### src/rtl/mpu_sample_sequencer.sv
// MPU6050 wake-up write, then a periodic 6-byte accel burst read assembled into signed ax/ay/az.
// Sample is published 1 cycle after xfer_done; requests hold until req_ready, and ticks that arrive while busy are dropped.
module mpu_sample_sequencer #(
  parameter int CLK_FREQ_HZ    = 50_000_000,
  parameter int SAMPLE_RATE_HZ = 50,
  parameter int TIMEOUT_CYCLES = 100_000
) (
  input  logic               clk,
  input  logic               rst,
  output logic               req_valid,
  input  logic               req_ready,
  output logic               req_write,
  output logic [7:0]         req_reg,
  output logic [7:0]         req_wdata,
  output logic [2:0]         req_len,
  input  logic               rx_valid,
  input  logic [7:0]         rx_data,
  input  logic               xfer_done,
  input  logic               xfer_err,
  output logic               xfer_abort,
  output logic signed [15:0] ax,
  output logic signed [15:0] ay,
  output logic signed [15:0] az,
  output logic               data_valid,
  output logic               init_done,
  output logic               sample_missed,
  output logic [7:0]         err_count
);
  localparam int PERIOD = CLK_FREQ_HZ / SAMPLE_RATE_HZ;
  localparam int TW     = $clog2(PERIOD);
  localparam int OW     = $clog2(TIMEOUT_CYCLES + 1);
  localparam logic [TW-1:0] TICK_LAST = TW'(PERIOD - 1);
  localparam logic [OW-1:0] TO_LAST   = OW'(TIMEOUT_CYCLES - 1);

  typedef enum logic [2:0] {
    S_INIT_REQ, S_INIT_WAIT, S_INIT_HOLD, S_IDLE, S_RD_REQ, S_RD_COLLECT, S_PUBLISH
  } state_t;

  state_t             r_state;
  logic [TW-1:0]      r_tick_cnt;
  logic [OW-1:0]      r_to_cnt;
  logic [2:0]         r_idx;
  logic [7:0]         r_shadow [0:5];
  logic               r_req_valid;
  logic               r_req_write;
  logic [7:0]         r_req_reg;
  logic [7:0]         r_req_wdata;
  logic [2:0]         r_req_len;
  logic               r_xfer_abort;
  logic signed [15:0] r_ax, r_ay, r_az;
  logic               r_data_valid;
  logic               r_init_done;
  logic               r_sample_missed;
  logic [7:0]         r_err_count;

  logic       w_tick;
  logic       w_timeout;
  logic       w_busy;
  logic [2:0] w_byte_cnt;
  logic [7:0] w_azl;
  logic [7:0] w_err_sat;

  assign w_tick     = (r_tick_cnt == TICK_LAST);
  assign w_timeout  = (r_to_cnt == TO_LAST);
  assign w_busy     = (r_state == S_RD_REQ) || (r_state == S_RD_COLLECT) || (r_state == S_PUBLISH);
  assign w_byte_cnt = r_idx + {2'b00, rx_valid};
  // The final byte may land in the same cycle as xfer_done.
  assign w_azl      = (rx_valid && r_idx == 3'd5) ? rx_data : r_shadow[5];
  assign w_err_sat  = (r_err_count == 8'hFF) ? r_err_count : r_err_count + 8'd1;

  always_ff @(posedge clk) begin
    if (rst) begin
      r_state         <= S_INIT_REQ;
      r_tick_cnt      <= '0;
      r_to_cnt        <= '0;
      r_idx           <= '0;
      for (int i = 0; i < 6; i++) r_shadow[i] <= '0;
      r_req_valid     <= 1'b0;
      r_req_write     <= 1'b0;
      r_req_reg       <= '0;
      r_req_wdata     <= '0;
      r_req_len       <= '0;
      r_xfer_abort    <= 1'b0;
      r_ax            <= '0;
      r_ay            <= '0;
      r_az            <= '0;
      r_data_valid    <= 1'b0;
      r_init_done     <= 1'b0;
      r_sample_missed <= 1'b0;
      r_err_count     <= '0;
    end else begin
      r_xfer_abort    <= 1'b0;
      r_data_valid    <= 1'b0;
      r_sample_missed <= 1'b0;
      r_tick_cnt      <= w_tick ? '0 : r_tick_cnt + 1'b1;
      if (w_tick && r_init_done && w_busy) r_sample_missed <= 1'b1;

      case (r_state)
        S_INIT_REQ: begin
          if (!r_req_valid) begin
            r_req_valid <= 1'b1;
            r_req_write <= 1'b1;
            r_req_reg   <= 8'h6B;
            r_req_wdata <= 8'h00;
          end else if (req_ready) begin
            r_req_valid <= 1'b0;
            r_to_cnt    <= OW'(1);
            r_state     <= S_INIT_WAIT;
          end
        end
        S_INIT_WAIT: begin
          if (xfer_done) begin
            if (!xfer_err) begin
              r_init_done <= 1'b1;
              r_state     <= S_IDLE;
            end else begin
              r_err_count <= w_err_sat;
              r_state     <= S_INIT_HOLD;
            end
          end else if (w_timeout) begin
            r_xfer_abort <= 1'b1;
            r_err_count  <= w_err_sat;
            r_state      <= S_INIT_HOLD;
          end else begin
            r_to_cnt <= r_to_cnt + 1'b1;
          end
        end
        S_INIT_HOLD: begin
          if (w_tick) begin
            r_req_valid <= 1'b1;
            r_req_write <= 1'b1;
            r_req_reg   <= 8'h6B;
            r_req_wdata <= 8'h00;
            r_state     <= S_INIT_REQ;
          end
        end
        S_IDLE: begin
          if (w_tick) begin
            r_req_valid <= 1'b1;
            r_req_write <= 1'b0;
            r_req_reg   <= 8'h3B;
            r_req_len   <= 3'd6;
            r_state     <= S_RD_REQ;
          end
        end
        S_RD_REQ: begin
          if (req_ready) begin
            r_req_valid <= 1'b0;
            r_idx       <= '0;
            r_to_cnt    <= OW'(1);
            r_state     <= S_RD_COLLECT;
          end
        end
        S_RD_COLLECT: begin
          if (rx_valid && r_idx < 3'd6) r_shadow[r_idx] <= rx_data;
          if (rx_valid && r_idx != 3'd7) r_idx <= r_idx + 3'd1;
          if (rx_valid && r_idx == 3'd6) begin
            r_err_count <= w_err_sat;
            r_state     <= S_IDLE;
          end else if (xfer_done) begin
            if (!xfer_err && w_byte_cnt == 3'd6) begin
              r_ax         <= {r_shadow[0], r_shadow[1]};
              r_ay         <= {r_shadow[2], r_shadow[3]};
              r_az         <= {r_shadow[4], w_azl};
              r_data_valid <= 1'b1;
              r_state      <= S_PUBLISH;
            end else begin
              r_err_count <= w_err_sat;
              r_state     <= S_IDLE;
            end
          end else if (w_timeout) begin
            r_xfer_abort <= 1'b1;
            r_err_count  <= w_err_sat;
            r_state      <= S_IDLE;
          end else begin
            r_to_cnt <= r_to_cnt + 1'b1;
          end
        end
        S_PUBLISH: r_state <= S_IDLE;
        default:   r_state <= S_INIT_REQ;
      endcase
    end
  end

  assign req_valid     = r_req_valid;
  assign req_write     = r_req_write;
  assign req_reg       = r_req_reg;
  assign req_wdata     = r_req_wdata;
  assign req_len       = r_req_len;
  assign xfer_abort    = r_xfer_abort;
  assign ax            = r_ax;
  assign ay            = r_ay;
  assign az            = r_az;
  assign data_valid    = r_data_valid;
  assign init_done     = r_init_done;
  assign sample_missed = r_sample_missed;
  assign err_count     = r_err_count;
endmodule

### config.mk
export PLATFORM = sky130hd
export DESIGN_NAME = mpu_sample_sequencer
export DESIGN_NICKNAME = d
export VERILOG_FILES = /design/src/rtl/mpu_sample_sequencer.sv
export SDC_FILE = /design/constraint.sdc
export NUM_CORES = 1
export LEC_CHECK = 0
export CAP_MARGIN = 20
export CORE_ASPECT_RATIO = 1.75
export CORE_MARGIN = 2
export CORE_UTILIZATION = 25
export DETAILED_ROUTE_END_ITERATION = 16
export HOLD_SLACK_MARGIN = 0.05
export PLACE_DENSITY_LB_ADDON = 0.1
export RECOVER_POWER = 50
export SLEW_MARGIN = 20
export SYNTH_ARGS = -nofsm -noshare
export SYNTH_HDL_FRONTEND = slang
export SYNTH_SLANG_ARGS = --single-unit
### constraint.sdc
create_clock -name clk -period 2.3 [get_ports clk]
set_input_delay 0.69 -clock clk [delete_from_list [all_inputs] [get_ports clk]]
set_output_delay 0.69 -clock clk [all_outputs]
set_load 0.01 [all_outputs]
# Yosys cells after proc, flatten, opt, wreduce, memory -nomap -nowiden

Memory sizes are Yosys's and may differ from the RTL's. A register that Yosys moved wholly into a read port is not among the register bits.
Index checks and enable logic that the tools add are counted.

Register bits: 74
RAM bits: 48
Memories: 1
Input port bits: 14
Output and inout port bits: 81
Bits in latches: 0
ROM bits: 0

Memory list:

| name     | words | bits a word | rd ports | clocked after memory_dff | wr ports | line | text |
|---|---|---|---|---|---|---|---|
| r_shadow | 6     | 8           | 6        | 6                        | 6        | 43   | `logic [7:0] r_shadow [0:5];` |

$add $sub $neg: 5
Bitwise gates (word level): 4
Reductions and logical operators: 30
Equal/unequal tests: 25
$mul: 0
Shifts and indexed selects: 0
Multiplexer cells: 60
Div/mod/pow operators: 0
Magnitude comparators: 1

Operators by type and width:

| kind                                                                  | count |
|---|---|
| 8-bit two-way mux                                                     | 13 |
| 17-bit two-way mux                                                    | 5 |
| 17-bit case mux with 4 select lines                                   | 1 |
| 3-bit two-way mux                                                     | 14 |
| 8-bit case mux with 2 select lines                                    | 2 |
| 8-bit case mux with 3 select lines                                    | 1 |
| 3-bit case mux with 7 select lines                                    | 1 |
| 20-bit by 1-bit adder with 20-bit output, second input constant       | 1 |
| 20-bit equality test, second input constant                           | 1 |
| 1-bit two-way mux                                                     | 19 |
| 3-bit AND reduction                                                   | 6 |
| 17-bit by 1-bit adder with 17-bit output, second input constant       | 1 |
| 17-bit equality test, second input constant                           | 1 |
| 3-bit equality test, second input constant                            | 5 |
| 2-bit != test, second input constant                                  | 7 |
| 3-bit != test, second input constant                                  | 3 |
| 8-bit by 1-bit adder with 8-bit output, second input constant         | 1 |
| 8-bit equality test, second input constant                            | 1 |
| 4-bit AND reduction                                                   | 2 |
| 8-bit OR reduction                                                    | 1 |
| 7-bit AND reduction                                                   | 1 |
| 3-bit by 2-bit equality test with 1-bit output, second input constant | 2 |
| 1-bit logical AND                                                     | 6 |
| 1-bit case mux with 3 select lines                                    | 2 |
| 19 further kinds                                                      | 28 |

# Logic depth before layout (Yosys ltp)

Depth in word-level cells: 8
Gate-level depth with buffers: 9
Mapped depth without buffers: 7

# Worst setup path before layout

No wires, ideal clock.

Path kind: input port to flip-flop
From: input rx_valid
To: register r_ay[4] (netlist: ay[4]) (read register of r_shadow)
Stages: 8
Library setup time: 0.137 ns
Buffers on the path: 2
Slack: -0.145 ns
Required time: 2.163 ns
Data arrival time: 2.308 ns
Cells stage by stage: ha_1 > ha_1 > nor4bb_1 > nand3_1 > nor2_1 > buf_2 > buf_1 > a211oi_1

Longest elaborated chain between the ends: 4
Elaborated cells on any way between the ends: 6
Those cells by class: add/sub: 1; eq/ne: 1; bitwise: 1; reduce/logical: 3

RTL lines:

| element                                  | line | text |
|---|---|---|
| from (decl)                              | 16   | `input logic rx_valid,` |
| 3-bit by 1-bit adder with 3-bit output   | 66   | `assign w_byte_cnt = r_idx + {2'b00, rx_valid};` |
| 3-bit equality test                      | 161  | `if (!xfer_err && w_byte_cnt == 3'd6) begin` |
| 1-bit logical AND                        | 161  |  |
| 4-bit AND reduction (no source line) (*) | -    |  |
| to (decl)                                | 50   | `logic signed [15:0] r_ax, r_ay, r_az;` |

Every way passes the cells marked *; elsewhere a longest branch is shown, timed or not.
A chain may end at the register's enable or synchronous reset.

# Worst setup path in the final report

From: input rx_valid
To: register r_err_count[6] (netlist: err_count[6])

Longest elaborated chain between the ends: 5
Elaborated cells on any way between the ends: 8
Those cells by class: add/sub: 1; eq/ne: 2; mux: 2; reduce/logical: 3

RTL lines:

| element                                | line | text |
|---|---|---|
| 3-bit by 1-bit adder with 3-bit output | 66   |  |
| 3-bit equality test                    | 161  |  |
| 1-bit logical AND                      | 161  |  |
| 4-bit != test (no source line)         | -    |  |
| 3-bit AND reduction (no source line)   | -    |  |
| to (signal assigned)                   | 158  | `r_err_count <= w_err_sat;` |
| to (signal assigned)                   | 168  | `r_err_count <= w_err_sat;` |
| to (signal assigned)                   | 173  | `r_err_count <= w_err_sat;` |
| to (decl)                              | 54   | `logic [7:0] r_err_count;` |

Parallel ways exist; a longest one is shown, timed or not.

==> results.yml <==
yosys:
  ys_seq_area_frac: 0.512
  synth_warnings: 0
  async_reset_ff_frac: 0
  avgSynthCellArea_um2: 9.41
  syn-instance-count: 748
  synth-edff-count: 48
  synth_top_flop_cell: "dfxtp_1"
  synth.distinct_cells: 63
  syn_area_um2: 7040
  synth-seq-cells: 156
power_and_ir_drop:
  peakVddDrop_uv: 512
  cellLeakagePower_nw: 3.55
  pwr_density_cell_nw_per_um2: 661
place:
  port-buffer-count: 83
  place_congestion: 0.792
  pre_cts_ws_ns: -0.713
  dp_hpwl_um: 15200
global_routing:
  first_global_vias: 6236
  grt_max_degree: 50
  grt_first_pass_wirelength_um: 33000
  grt.total_usage: 0.148
  antenna_found_initial: 0
  gr-total-overflow: 0
status:
  run_status: "complete, no violations"
detailed_routing:
  wl_per_cell_um: 16.8
  drtAntennaViolNets: 0
  drcViolationCount: 0
  drt_wl_total_um: 21400
  dr.first_iter.drc_count: 257
  firstDrtPassIters: 4
  vias: 5991
  via_per_inst: 4.70
finish:
  nets: 910
  diodes: 0
  largest_reg_flops: 48
  top_regs: "r_shadow x48, r_tick_cnt x20, r_to_cnt x17"
  largest-register: "r_shadow"
  final_util: 0.337
  drive_above_1_share: 0.133
  synthToLayoutAreaGrowth_pct: 33.6
clocking:
  clock-sinks: 156
  clockRootBuffer: "clkbuf_16"
  path_clk_slew_ns: 0.06
  cts_max_level: 4
  cts_tree: "built"
  clock_path_buffers: 2
  clk_latency_ns: 0.44
  cts_buffers: 17
setup_path:
  crit_type: "in -> reg"
  cp.depth: 8
  reg2reg_from: "r_idx[0]$_SDFFE_PP0P_"
  path_common_cell: "ha_4"
  cp_slowest_stage_delay_ns: 0.53
  crit_fanout: 5
  r2r_slack_ns: 0.07
  worst_setup_path_start_kind: "input port"
  reg2reg_depth: 7
  worst-path-buf-inv: 1
  arrival_ns: 2.56
  cp-startpoint: "rx_valid"
  critPathCaptureType: "flop"
  worstPathCellList: "clkdlybuf4s15_2, ha_4, ha_4, and4b_1, a41oi_4, o311ai_4, or4b_1, o211a_1"
  crit_required_ns: 2.63
  cp_slowest_cell: "or4b_1"
  path_delay_family: "simple AND/OR/NAND/NOR gates"
flow_run:
  max_cap_violations: 0
floorplanning:
  die-area_um2: 29600
  ios: 95
  core_um2: 27900
  start_util: 0.253
  die_h_um: 226
  die_w_um: 131
  rows: 81
sta:
  worst_pin_slew_ns: 0.588
  finalCriticalPeriod_ns: 2.23
  final.period_utilization: 0.970
  worst_slack_ns: 0.0690
  clock.fmax_mhz: 448
  rsz0062_at_grt: "no"
  fin_skew_ns: 0.00688
  hold_ws_ns: 0.479
  finalSetupViolCount: 0
  slew_viol_final: 0
  maxSlewHeadroom: 0.604
  finalHoldViolations: 0
worst_hold_path:
  hp-start: "r_tick_cnt[0]$_SDFF_PP0_"
  hold_path_class: "reg -> reg"
  worstHoldPathCells: 1
## layout by cell type, fill, tap and decap left out, types with 15 or more instances in the layout
cell type        instances
a211oi_1                18
a21oi_1                 63
a311oi_1                16
and3_1                  15
buf_4                   44
clkbuf_1                15
clkbuf_16               20
clkdlybuf4s50_1         61
dfxtp_1                106
dlygate4sd3_1           19
edfxtp_1                48
inv_1                   34
mux2i_1                 18
nand2_1                 75
nand3_1                 23
nor2_1                  80
o21ai_0                 29
xor2_1                  15
## area by class of cell
| type | count | area (um2) |
|---|---|---|
| clock buffers | 21 | 482 |
| clock inverters | 11 | 88.8 |
| fillers | 2913 | 18500 |
| inverters | 34 | 128 |
| multi-input cells | 514 | 3150 |
| flip-flops and latches | 156 | 3610 |
| well taps | 373 | 467 |
| repair buffers | 165 | 1490 |
## power breakdown
group | internal [W] | total (W) | switching (W) | leakage, nW
logic | 0.000227 | 0.000504 | 0.000277 | 1.90
clock network | 0.00160 | 0.00277 | 0.00117 | 0.280
registers | 0.00289 | 0.00294 | 0.0000486 | 1.37
## final timing paths
check | endpoint
max | err_count[6]$_SDFFE_PP0P_
min | r_tick_cnt[0]$_SDFF_PP0_
max reg2reg | r_to_cnt[13]$_SDFFE_PP0P_
min reg2reg | r_tick_cnt[0]$_SDFF_PP0_
## routing by layer
layer  vias to the layer above  track usage  wire (um)
li1                       2951            -          -
met1                      2911        0.153       8220
met2                       103        0.274      11900
met3                        26       0.0377        713
met4                         0       0.0645        582
met5                         -            0          0
## cells in the mapped netlist (3+ instances only)
cell	instances	area (um2)
nand3_1	23	115
a211oi_1	18	135
nor2_1	81	304
nor3_1	6	30.0
nor4_1	4	25.0
nand2b_1	6	37.5
or4_1	11	82.6
and4_1	5	43.8
a31oi_1	4	25.0
and2_1	21	131
clkbuf_1	24	90.1
xnor2_1	4	35.0
mux2i_1	18	180
buf_4	17	128
ha_1	8	100
nand4_1	11	68.8
nand2_1	75	282
dfxtp_1	108	2160
or3_1	10	62.6
a21oi_1	63	315
and3_1	15	93.8
or2_2	3	18.8
xor2_1	15	131
a311oi_1	16	140
buf_2	11	55.1
or4b_1	3	30.0
o31ai_1	10	75.1
inv_1	34	128
o21ai_0	29	145
nor4b_1	5	43.8
edfxtp_1	48	1440
## what timing repair did
action / in CTS / in global routing
setup buffers: 1 / 2
pin swaps: 4 / 5
resized for setup: 12 / 4
endpoints found under the setup margin: 68 / 18
cloned: 1 / 2
hold buffers: 0 / 0
## metrics by stage
step                      setup TNS [ns]  std cells  cell area [um2]  total power [W]
after CTS                              0       1270             9440          0.00632
after global routing                   0       1274             9410          0.00646
after floorplan                  -0.0428        758             7120          0.00326
after global placement            -51.25       1236             8800          0.00349
after detailed placement          -54.17       1236             8800          0.00350
final                                  0       1274             9410          0.00621
## logic make-up after synthesis
logic type	synth area share
AO/OA/AOI/OAI	0.147
XOR/XNOR	0.0236
adder cells (fa/ha/maj)	0.0142
multiplexers	0.0256
AND/OR/NAND/NOR	0.219
flip-flops	0.512
buffers and inverters	0.0586
other	0.000533
## worst reg2reg max path, stage by stage, from the launching register on
cell	delay, ns
dfxtp_2	0.34
inv_1	0.05
ha_1	0.21
and3_1	0.24
a31oi_2	0.23
or4b_4	0.54
or3_1	0.37
a21oi_1	0.17
Note: power is estimated with default switching activity, not from simulation.
